File: src/rtl/mem_arb_pkg.sv
// mem_arb_pkg
// Types and helpers shared by the memory port arbiter and its read-tag pipeline.
//   arb_mode_e  : arbitration policy (fixed priority or round-robin)
//   rd_tag_t    : one in-flight read tag {valid, requesting port}
//   port_idx_w  : bits needed to name one of num_ports requesters
package mem_arb_pkg;

  localparam int MAX_PORTS = 8;

  typedef enum logic {
    ARB_FIXED = 1'b0,
    ARB_RR    = 1'b1
  } arb_mode_e;

  function automatic int port_idx_w(input int num_ports);
    return (num_ports > 1) ? $clog2(num_ports) : 1;
  endfunction

  // The tag port field is sized for the largest legal port count so a single
  // tag type serves every configuration; smaller configs zero-extend into it.
  localparam int TAG_PORT_W = port_idx_w(MAX_PORTS);

  typedef struct packed {
    logic                  valid;
    logic [TAG_PORT_W-1:0] port;
  } rd_tag_t;

endpackage

File: src/rtl/mem_arb_tag_pipe.sv
// mem_arb_tag_pipe
// DEPTH-deep shift register of read tags that tracks which port owns each
// read in flight, so the returning memory data can be routed back to it.
// Ports:
//   clk, rst             clock, asynchronous active-high reset
//   push_valid/push_port tag of the read granted this cycle
//   drop                 per-port discard of that port's pending responses
//   out_valid/out_port   tag whose data is on mem_rdata this cycle
module mem_arb_tag_pipe
  import mem_arb_pkg::*;
#(
  parameter int NUM_PORTS = 2,
  parameter int DEPTH     = 1
) (
  input  logic                  clk,
  input  logic                  rst,
  input  logic                  push_valid,
  input  logic [TAG_PORT_W-1:0] push_port,
  input  logic [NUM_PORTS-1:0]  drop,
  output logic                  out_valid,
  output logic [TAG_PORT_W-1:0] out_port
);

  rd_tag_t [DEPTH-1:0] stage_q;
  rd_tag_t             push_tag;

  // True when the tag belongs to a port whose drop line is raised.
  function automatic logic is_dropped(input rd_tag_t tag, input logic [NUM_PORTS-1:0] d);
    logic hit;
    hit = 1'b0;
    for (int i = 0; i < NUM_PORTS; i++) begin
      if (d[i] && (tag.port == TAG_PORT_W'(i))) begin
        hit = 1'b1;
      end
    end
    return hit;
  endfunction

  // Assemble the incoming tag from the grant of this cycle.
  always_comb begin
    push_tag       = '0;
    push_tag.valid = push_valid;
    push_tag.port  = push_port;
  end

  // Shift the tags one stage per cycle. A dropped port loses its valid bit
  // as the tag moves, which clears every entry of that port at the next edge,
  // including a read granted in the very cycle the drop is raised.
  always_ff @(posedge clk or posedge rst) begin
    if (rst) begin
      stage_q <= '0;
    end else begin
      stage_q[0].valid <= push_tag.valid && !is_dropped(push_tag, drop);
      stage_q[0].port  <= push_tag.port;
      for (int s = 1; s < DEPTH; s++) begin
        stage_q[s].valid <= stage_q[s-1].valid && !is_dropped(stage_q[s-1], drop);
        stage_q[s].port  <= stage_q[s-1].port;
      end
    end
  end

  // The tag leaving the pipe is also masked by a drop raised in its own
  // cycle, so a flush never lets a stale response through.
  assign out_valid = stage_q[DEPTH-1].valid && !is_dropped(stage_q[DEPTH-1], drop);
  assign out_port  = stage_q[DEPTH-1].port;

endmodule

File: src/rtl/mem_port_arbiter.sv
// mem_port_arbiter
// Shares one single-port synchronous memory among NUM_PORTS requesters
// (default: port 0 instruction fetch, port 1 load/store).
// Ports:
//   clk, rst                  clock, asynchronous active-high reset
//   req_valid/req_ready       per-port request handshake (ready one-hot or zero)
//   req_addr/we/wdata/be      per-port request payload
//   drop                      per-port discard of pending read responses
//   rsp_valid/rsp_rdata       read response, routed to the port that asked
//   mem_en/we/addr/wdata/be   memory request, driven from the granted port
//   mem_rdata                 memory read data, READ_LATENCY cycles after a read
module mem_port_arbiter
  import mem_arb_pkg::*;
#(
  parameter int NUM_PORTS    = 2,
  parameter int ADDR_W       = 32,
  parameter int DATA_W       = 32,
  parameter int READ_LATENCY = 1,
  parameter int RR_EN        = 0
) (
  input  logic                                clk,
  input  logic                                rst,
  input  logic [NUM_PORTS-1:0]                req_valid,
  output logic [NUM_PORTS-1:0]                req_ready,
  input  logic [NUM_PORTS-1:0][ADDR_W-1:0]    req_addr,
  input  logic [NUM_PORTS-1:0]                req_we,
  input  logic [NUM_PORTS-1:0][DATA_W-1:0]    req_wdata,
  input  logic [NUM_PORTS-1:0][DATA_W/8-1:0]  req_be,
  input  logic [NUM_PORTS-1:0]                drop,
  output logic [NUM_PORTS-1:0]                rsp_valid,
  output logic [DATA_W-1:0]                   rsp_rdata,
  output logic                                mem_en,
  output logic                                mem_we,
  output logic [ADDR_W-1:0]                   mem_addr,
  output logic [DATA_W-1:0]                   mem_wdata,
  output logic [DATA_W/8-1:0]                 mem_be,
  input  logic [DATA_W-1:0]                   mem_rdata
);

  localparam int        PW   = port_idx_w(NUM_PORTS);
  localparam arb_mode_e MODE = (RR_EN != 0) ? ARB_RR : ARB_FIXED;

  logic [PW-1:0]         last_grant_q;
  logic                  grant_valid;
  logic [PW-1:0]         grant_idx;
  logic                  push_valid;
  logic [TAG_PORT_W-1:0] push_port;
  logic                  tag_out_valid;
  logic [TAG_PORT_W-1:0] tag_out_port;

  // Pick the winner among asserted requests. Each requester gets a rank and
  // the lowest rank wins: in fixed mode the highest index ranks first, in
  // round-robin mode the port right after the last winner ranks first and
  // the last winner itself ranks last.
  always_comb begin : arbitrate
    int best_rank;
    int rank;
    grant_valid = 1'b0;
    grant_idx   = '0;
    best_rank   = NUM_PORTS;
    rank        = 0;
    for (int i = 0; i < NUM_PORTS; i++) begin
      if (MODE == ARB_RR) begin
        rank = (i + NUM_PORTS - 1 - int'(last_grant_q)) % NUM_PORTS;
      end else begin
        rank = NUM_PORTS - 1 - i;
      end
      if (req_valid[i] && (rank < best_rank)) begin
        best_rank   = rank;
        grant_valid = 1'b1;
        grant_idx   = PW'(i);
      end
    end
  end

  // Steer the granted port onto the memory. With nobody granted the memory
  // stays idle and the payload lines simply show port 0.
  always_comb begin
    req_ready = '0;
    mem_en    = grant_valid;
    mem_we    = 1'b0;
    mem_addr  = req_addr[0];
    mem_wdata = req_wdata[0];
    mem_be    = req_be[0];
    for (int i = 0; i < NUM_PORTS; i++) begin
      if (grant_valid && (grant_idx == PW'(i))) begin
        req_ready[i] = 1'b1;
        mem_we       = req_we[i];
        mem_addr     = req_addr[i];
        mem_wdata    = req_wdata[i];
        mem_be       = req_be[i];
      end
    end
  end

  // Round-robin pointer: only moves when somebody is granted. It resets to
  // the last port so port 0 is first in line after reset.
  always_ff @(posedge clk or posedge rst) begin
    if (rst) begin
      last_grant_q <= PW'(NUM_PORTS - 1);
    end else if (grant_valid) begin
      last_grant_q <= grant_idx;
    end
  end

  // Only reads carry a tag; writes complete at the grant.
  assign push_valid = grant_valid && !mem_we;
  assign push_port  = TAG_PORT_W'(grant_idx);

  mem_arb_tag_pipe #(
    .NUM_PORTS (NUM_PORTS),
    .DEPTH     (READ_LATENCY)
  ) u_tag_pipe (
    .clk        (clk),
    .rst        (rst),
    .push_valid (push_valid),
    .push_port  (push_port),
    .drop       (drop),
    .out_valid  (tag_out_valid),
    .out_port   (tag_out_port)
  );

  // Route the returning data to the port named by the tag at the pipe output.
  always_comb begin
    rsp_valid = '0;
    for (int i = 0; i < NUM_PORTS; i++) begin
      if (tag_out_valid && (tag_out_port == TAG_PORT_W'(i))) begin
        rsp_valid[i] = 1'b1;
      end
    end
  end

  assign rsp_rdata = mem_rdata;

endmodule

File: config.mk
export PLATFORM = sky130hd
export DESIGN_NAME = mem_port_arbiter
export DESIGN_NICKNAME = d
export VERILOG_FILES = /design/src/rtl/mem_arb_pkg.sv /design/src/rtl/mem_arb_tag_pipe.sv /design/src/rtl/mem_port_arbiter.sv
export SDC_FILE = /design/constraint.sdc
export NUM_CORES = 1
export LEC_CHECK = 0
export ABC_CLOCK_PERIOD_IN_PS = 2000
export CAP_MARGIN = 10
export CORE_AREA = 2 2 110 112
export CTS_CLUSTER_SIZE = 28
export DETAILED_ROUTE_END_ITERATION = 12
export DIE_AREA = 0 0 112 114
export PLACE_DENSITY_LB_ADDON = 0.3
export SYNTH_ARGS = -nofsm -noshare
export SYNTH_HDL_FRONTEND = slang
export SYNTH_SLANG_ARGS = --single-unit
File: constraint.sdc
create_clock -name clk -period 2 [get_ports clk]
set_clock_uncertainty 0.05 [all_clocks]
set_input_delay 0.2 -clock clk [delete_from_list [all_inputs] [get_ports clk]]
set_output_delay 0.2 -clock clk [all_outputs]
set_load 0.02 [all_outputs]
Word level (Yosys, flattened, before mapping) --
Index checks and enable logic that the tools add are counted.
Operators by class: order comparisons 1, multiplexer cells 17, bitwise operators 1, reductions and logical operators 17
Operator list (number):
- two-way mux 32 bit | 2
- two-way mux 1 bit | 13
- logical AND 1 bit | 12
- logical NOT 3 bit | 2
- two-way mux 4 bit | 1
- logical NOT 1 bit | 3
- less-than comparator 1 x 2 -> 1 bit (first input constant) | 1
- two-way mux 2 bit | 1
- inverter 1 bit | 1
Storage, ports and cells: register bits 2, input port bits 176, output and inout bits 106, word-level logic and storage cells 38

Logic depth before layout (Yosys ltp) --
Gate-level depths: netlist of the first run.
word-level depth 11, mapped depth 3, gate-level depth less buffers 2

Modules after synthesis --
From an unflattened synthesis of the first run, not the netlist that was laid out.
Second synthesis, totals: cells, all modules 130, area, all modules 1575.3 µm²
Modules (own cells, without submodules):
- mem_port_arbiter | times used 1, cells each 118, area each 1411.4 µm², seq. area each 0.0 µm²
- mem_arb_tag_pipe | times used 1, cells each 12, area each 163.9 µm², seq. area each 100.1 µm²

Worst setup path after synthesis of the first run --
No wires, ideal clock.
kind input to output, start input req_valid[1], end output mem_we, arrival time 1026 ps, required time 1750 ps, setup slack 724 ps, stages 3, path buffers 1, path through buf_6 nor2b_1 a22o_1
On the way: longest elaborated chain between the ends 6, elaborated cells on any way between the ends 8, classes of those cells mux: 4; bitwise: 1; reduce/logical: 3
Ends and longest elaborated chain:
- start: declaration | RTL line mem_port_arbiter.sv:23 | input logic [NUM_PORTS-1:0] req_valid,
- logical AND 1 bit (*) | RTL line mem_port_arbiter.sv:68 | if (req_valid[i] && (rank < best_rank)) begin
- two-way mux 1 bit | RTL line mem_port_arbiter.sv:68
- inverter 1 bit | RTL line mem_port_arbiter.sv:86 | if (grant_valid && (grant_idx == PW'(i))) begin
- logical AND 1 bit | RTL line mem_port_arbiter.sv:86
- two-way mux 1 bit | RTL line mem_port_arbiter.sv:86
- two-way mux 1 bit (*) | RTL line mem_port_arbiter.sv:86
- end: declaration | RTL line mem_port_arbiter.sv:33 | output logic mem_we,
Mark *: on every way between the ends. The rest lies on a longest branch, timed or not.

Worst setup path after layout of the first run --
start input req_valid[0], end output mem_we
On the way: longest elaborated chain between the ends 8, elaborated cells on any way between the ends 11, classes of those cells order compare: 1; mux: 6; bitwise: 1; reduce/logical: 3
Ends and longest elaborated chain (RTL line):
- two-way mux 2 bit | mem_port_arbiter.sv:68
- less-than comparator 1 x 2 -> 1 bit | mem_port_arbiter.sv:68
- logical AND 1 bit | mem_port_arbiter.sv:68
- two-way mux 1 bit | mem_port_arbiter.sv:68
- inverter 1 bit | mem_port_arbiter.sv:86
- logical AND 1 bit | mem_port_arbiter.sv:86
- two-way mux 1 bit | mem_port_arbiter.sv:86
- two-way mux 1 bit (*) | mem_port_arbiter.sv:86
Marks and branches as above.

==> impl_metrics.py, run 1 <==
metrics = {
    "final_layout": {
        "area_growth_pct": 147,
        "drive_gt1_share_pct": 24.7,
        "n_antenna_cell": 0,
        "nets": 482,
    },
    "yosys": {
        "synth_area_leader_cell": "mux2_4",
        "syn-cell-area_sq_mm": 0.00146,
        "ys_warn_count": 0,
        "yosys_most_used_dff": "dfrtp_1",
        "yosysMostFrequentCell": "mux2_4",
        "synthesis.instances": 121,
        "synthDominantCellAreaShare_pct": 69.0,
        "synth.distinct_cells": 13,
        "synth-edff-count": 0,
        "synth_common_cells": "mux2_4, buf_4, buf_6",
        "ys_ff_latch": 2,
        "synth.net_count": 297,
        "synthArstFlopShare_pct": 100,
        "synth_seq_area_share_pct": 3.43,
        "yosys-top-cells-area": "mux2_4, buf_4, buf_6, dfrtp_1, a22o_1",
        "avgSynthCellArea_sq_um": 12.0,
    },
    "detailed_routing": {
        "vias": 1585,
        "final_antenna_net_count": 0,
        "drc": 0,
        "route.met2.wl_um": 3060,
        "route.met3.wl_um": 695,
        "drt-initial-drc-count": 36,
        "totalWireLength_um": 5850,
        "vias_per_cell": 3.51,
        "m1WireLength_um": 2040,
        "dr.pass1.iters": 2,
        "wl_per_cell_um": 13.0,
        "highest_layer": "met4",
    },
    "sta": {
        "tns_ps": 0,
        "fmax_mhz": 528,
        "slew_viol_final": 0,
        "rsz0062_at_grt": "false",
        "slew_headroom_pct": 83.4,
        "finalSetupViolations": 0,
        "tightestPinTransition_ps": 249,
        "finalCritPeriodShare_pct": 94.7,
        "min_period_ps": 1890,
        "hold_viol": 0,
    },
    "clocking": {
        "cts_tree": "done",
        "clkTransAtPathRegs_ps": 30,
        "cts_made_buffers": 3,
        "cts_resized": 0,
        "h-tree-depth": 1,
        "clockRootBuffer": "clkbuf_16",
        "post-cts-setup-buffers": 0,
        "cts_buffer_depth": 2,
        "clock-sinks": 2,
        "cts_hold_buf": 0,
    },
    "outcome": {
        "status": "finished, final reports clean",
    },
    "setup_path": {
        "slowest_delay_ps": 600,
        "cp-start-kind": "primary input",
        "crit_slowest_cell": "clkdlybuf4s50_1",
        "critPathRequiredTime_ps": 1750,
        "crit_family": "buffers and inverters",
        "crit_path_cell_trace": "clkdlybuf4s50_1 -> nor2b_1 -> a22o_1 -> clkdlybuf4s50_1",
        "cp.arrival_ps": 1640,
        "cp_max_fo": 3,
        "path_common_cell": "clkdlybuf4s50_1",
        "startpoint": "req_valid[0]",
        "critPathBufInv": 2,
        "critPathKind": "primary input to output port",
        "crit_path_end_kind": "output port",
    },
    "floorplanning": {
        "die_w_um": 112,
        "boundaryPins": 282,
        "start_util_pct": 12.4,
        "core_sq_mm": 0.0117,
        "die_area_sq_mm": 0.0128,
        "fp.dieH_um": 114,
        "rows": 40,
    },
    "placed_design": {
        "hpwlAfterDp_um": 5100,
        "portBuffers": 217,
        "place.gp.congestion": 0.739,
    },
    "global_routing": {
        "grt_antenna_before_repair": 0,
        "grt_pass1_wl_um": 8270,
        "grt_usage_pct": 8.06,
        "grt-ovfl-total": 0,
        "grt_pass1_vias": 1627,
        "grt_max_degree": 32,
    },
    "pwr": {
        "clkPwrFrac_pct": 24.1,
        "pwr-share-comb_pct": 72.4,
        "p_int_w": 0.000895,
        "pwr-share-seq_pct": 3.5,
        "ir_worst_vdd_v": 0.000277,
        "netSwitchingFraction_pct": 28.0,
        "p_total_w": 0.00124,
        "power_density_mw_per_mm2": 345,
        "power.leakage_nw": 1.52,
        "power_switching_w": 0.000349,
    },
    "worst_hold_path": {
        "hold_class": "primary input to asynchronous set/reset pin",
    },
    "flow_run": {
        "maxCapViolations": 0,
    },
}
flip-flops by register name, indices dropped and copies added, names as in the netlist:
signal,cells
u_tag_pipe.out_port,1
u_tag_pipe.stage_q,1
cell type report:
class                           instances  area [sq um]
Fill cell                            1218          8100
Inverter                                1          3.75
Sequential cell                         2          50.0
Tap cell                              147           184
Clock buffer                            3          75.1
Timing Repair Buffer                  221          2220
Multi-Input combinational cell         77          1070
routing by layer:
layer / track usage, % / vias up
li1: - / 761
met1: 8.47 / 705
met2: 14.4 / 113
met3: 3.77 / 6
met4: 2.44 / 0
met5: 0 / -
power groups by stage:
stage	clock, W	sequential, W	combinational (W)
2_1_floorplan	0	0.0000442	0.000491
3_3_place_gp	0	0.0000443	0.000905
3_5_place_dp	0	0.0000444	0.000908
4_1_cts	0.000306	0.0000441	0.000913
5_1_grt	0.000311	0.0000442	0.000944
6_report	0.000299	0.0000440	0.000900
kinds of logic (layout without fill, tap and decap cells):
family | Yosys count | in the layout | share of synthesized area (%)
mux | 68 | 68 | 69.8
simple gates | 7 | 7 | 2.40
compound gates | 2 | 2 | 1.20
buf+inv | 42 | 225 | 23.2
flops | 2 | 2 | 3.43
cell usage in the layout, fill, tap and decap left out:
cell type,instances
a22o_1,2
buf_12,2
buf_4,3
clkbuf_16,3
clkdlybuf4s50_1,216
dfrtp_1,2
inv_1,1
mux2_1,1
mux2_4,67
nand2_1,1
nor2_1,3
nor2b_1,1
nor3b_1,1
or2_1,1
stage by stage:
stage | std cells | worst slack, ps | utilization (%) | instance area, sq um | hold WS (ps)
global route | 451 | 13.2 | 30.8 | 3610 | 99.9
finish | 451 | 106 | 30.8 | 3610 | 89.0
global placement | 448 | 124 | 30.2 | 3530 | 314
floorplan | 121 | 724 | - | 1460 | -109
CTS | 451 | 94.5 | 30.8 | 3610 | 92.1
detailed placement | 448 | 102 | 30.2 | 3530 | 320
worst max-delay path by stage:
stage	end	cells past startpoint
floorplan	mem_we	3
global placement	mem_we	4
detailed placement	mem_we	4
CTS	mem_we	4
global route	mem_we	4
finish	mem_we	4
Note: power is estimated with default switching activity, not from simulation.
==> run 2, diff against run 1 <==
--- a/config.mk
+++ b/config.mk
@@ -7,10 +7,11 @@
 export LEC_CHECK = 0
 export ABC_CLOCK_PERIOD_IN_PS = 2000
 export CAP_MARGIN = 10
-export CORE_AREA = 2 2 110 112
+export CORE_AREA = 2 2 109 111
 export CTS_CLUSTER_SIZE = 28
 export DETAILED_ROUTE_END_ITERATION = 12
-export DIE_AREA = 0 0 112 114
+export DIE_AREA = 0 0 111 113
+export DONT_BUFFER_PORTS = 1
 export PLACE_DENSITY_LB_ADDON = 0.3
 export SYNTH_ARGS = -nofsm -noshare
 export SYNTH_HDL_FRONTEND = slang
==> impl_metrics.py, run 2 (synthesis gave the netlist of run 1 again) <==
metrics = {
    "pwr": {
        "power.leakage_nw": 0.649,
        "power_density_mw_per_mm2": 510,
        "ir_worst_vdd_v": 0.000211,
    },
    "sta": {
        "fmax_mhz": 700,
        "finalSetupViolations": 0,
        "rsz0062_at_grt": "false",
        "min_period_ps": 1430,
        "slew_headroom_pct": 51.8,
        "slew_viol_final": 0,
        "finalCritPeriodShare_pct": 71.4,
        "tns_ps": 0,
        "tightestPinTransition_ps": 721,
        "hold_viol": 0,
    },
    "global_routing": {
        "grt_pass1_vias": 744,
        "grt_max_degree": 75,
        "grt_pass1_wl_um": 4460,
        "grt_usage_pct": 4.59,
        "grt_antenna_before_repair": 0,
        "grt-ovfl-total": 0,
    },
    "detailed_routing": {
        "final_antenna_net_count": 0,
        "totalWireLength_um": 3790,
        "vias_per_cell": 3.54,
        "dr.pass1.iters": 3,
        "wl_per_cell_um": 16.6,
        "vias": 808,
        "drc": 0,
        "drt-initial-drc-count": 8,
    },
    "setup_path": {
        "crit_slowest_cell": "nor3b_1",
        "critPathKind": "flop to output port",
        "cp.arrival_ps": 1180,
        "crit_family": "simple AND/OR/NAND/NOR gates",
        "crit_path_end_kind": "output port",
        "slowest_delay_ps": 600,
        "cp_max_fo": 2,
        "crit_path_cell_trace": "nor3b_1",
        "cp-start-kind": "flop",
        "critPathBufInv": 0,
        "critPathRequiredTime_ps": 1750,
    },
    "placed_design": {
        "hpwlAfterDp_um": 3310,
        "portBuffers": 0,
        "place.gp.congestion": 0.692,
    },
    "final_layout": {
        "n_antenna_cell": 0,
        "area_growth_pct": -4.12,
        "drive_gt1_share_pct": 82.4,
        "layout_common_cells": "mux2_4, nor2_1, clkbuf_16",
        "final_common_cell": "mux2_4",
        "nets": 263,
        "final_util_pct": 12.4,
    },
    "floorplanning": {
        "rows": 39,
        "core_sq_mm": 0.0113,
        "boundaryPins": 282,
        "die_w_um": 111,
        "die_area_sq_mm": 0.0125,
        "start_util_pct": 12.9,
        "fp.dieH_um": 113,
    },
    "worst_hold_path": {
        "hold_class": "primary input to flop",
    },
    "clocking": {
        "clkTransAtPathRegs_ps": 30,
        "cts_tree": "done",
        "h-tree-depth": 1,
        "cts_buffer_depth": 2,
        "clockRootBuffer": "clkbuf_16",
        "cts_made_buffers": 3,
        "cts_resized": 0,
        "clock-sinks": 2,
    },
    "flow_run": {
        "maxCapViolations": 0,
    },
    "outcome": {
        "status": "finished, final reports clean",
    },
}
## run 2: changes by cell type in the layout (fill, tap and decap cells not counted)
cell             delta
clkdlybuf4s50_1   -216
buf_12              -2
buf_4               -3
dlygate4sd3_1       +2
## run 2: what timing repair did
item | CTS | global route
endpoints found under the hold margin | 3 | 0
hold buffers | 2 | 0
endpoints found under the setup margin | 0 | 0
buffers inserted | 0 | 0
## run 2: where the power goes
group	internal, W	leakage (nW)	switching [W]	total (W)
logic	0.000177	0.587	0.000194	0.000371
clock network	0.000254	0.0370	0.0000439	0.000298
registers	0.0000430	0.0249	0.000000901	0.0000439
## run 2: final cells by class
cell class	count	area [sq um]
Timing Repair Buffer	2	20.0
Sequential cell	2	50.0
Fill cell	1241	9870
Clock buffer	3	75.1
Tap cell	143	179
Inverter	1	3.75
Multi-Input combinational cell	77	1070
## run 2: path summary, 6_finish.rpt
check,from,end,cells past startpoint
worst min-delay path,req_valid[1],u_tag_pipe.stage_q[3],1
max in group asynchronous,rst,u_tag_pipe.stage_q[3],2
worst max-delay path,u_tag_pipe.out_port[0],rsp_valid[0],1
min in group asynchronous,rst,u_tag_pipe.out_port[0],2
## run 2: per-layer routing
layer / share of wire, % / vias up / track usage (%)
li1: - / 323 / -
met1: 33 / 355 / 5.35
met2: 53 / 126 / 7.98
met3: 14 / 4 / 1.66
met4: 0.50 / 0 / 1.25
met5: 0 / - / 0
## run 2: per-stage QoR
stage	cell area, sq um	std cells	total power (W)	hold slack [ps]	setup WS (ps)
finish	1400	228	0.000713	103	571
global route	1400	228	0.000737	96.5	533
CTS	1400	228	0.000725	87.4	558
detailed placement	1300	223	0.000417	-103	792
global placement	1300	223	0.000421	-104	792
floorplan	1460	121	0.000535	-109	724
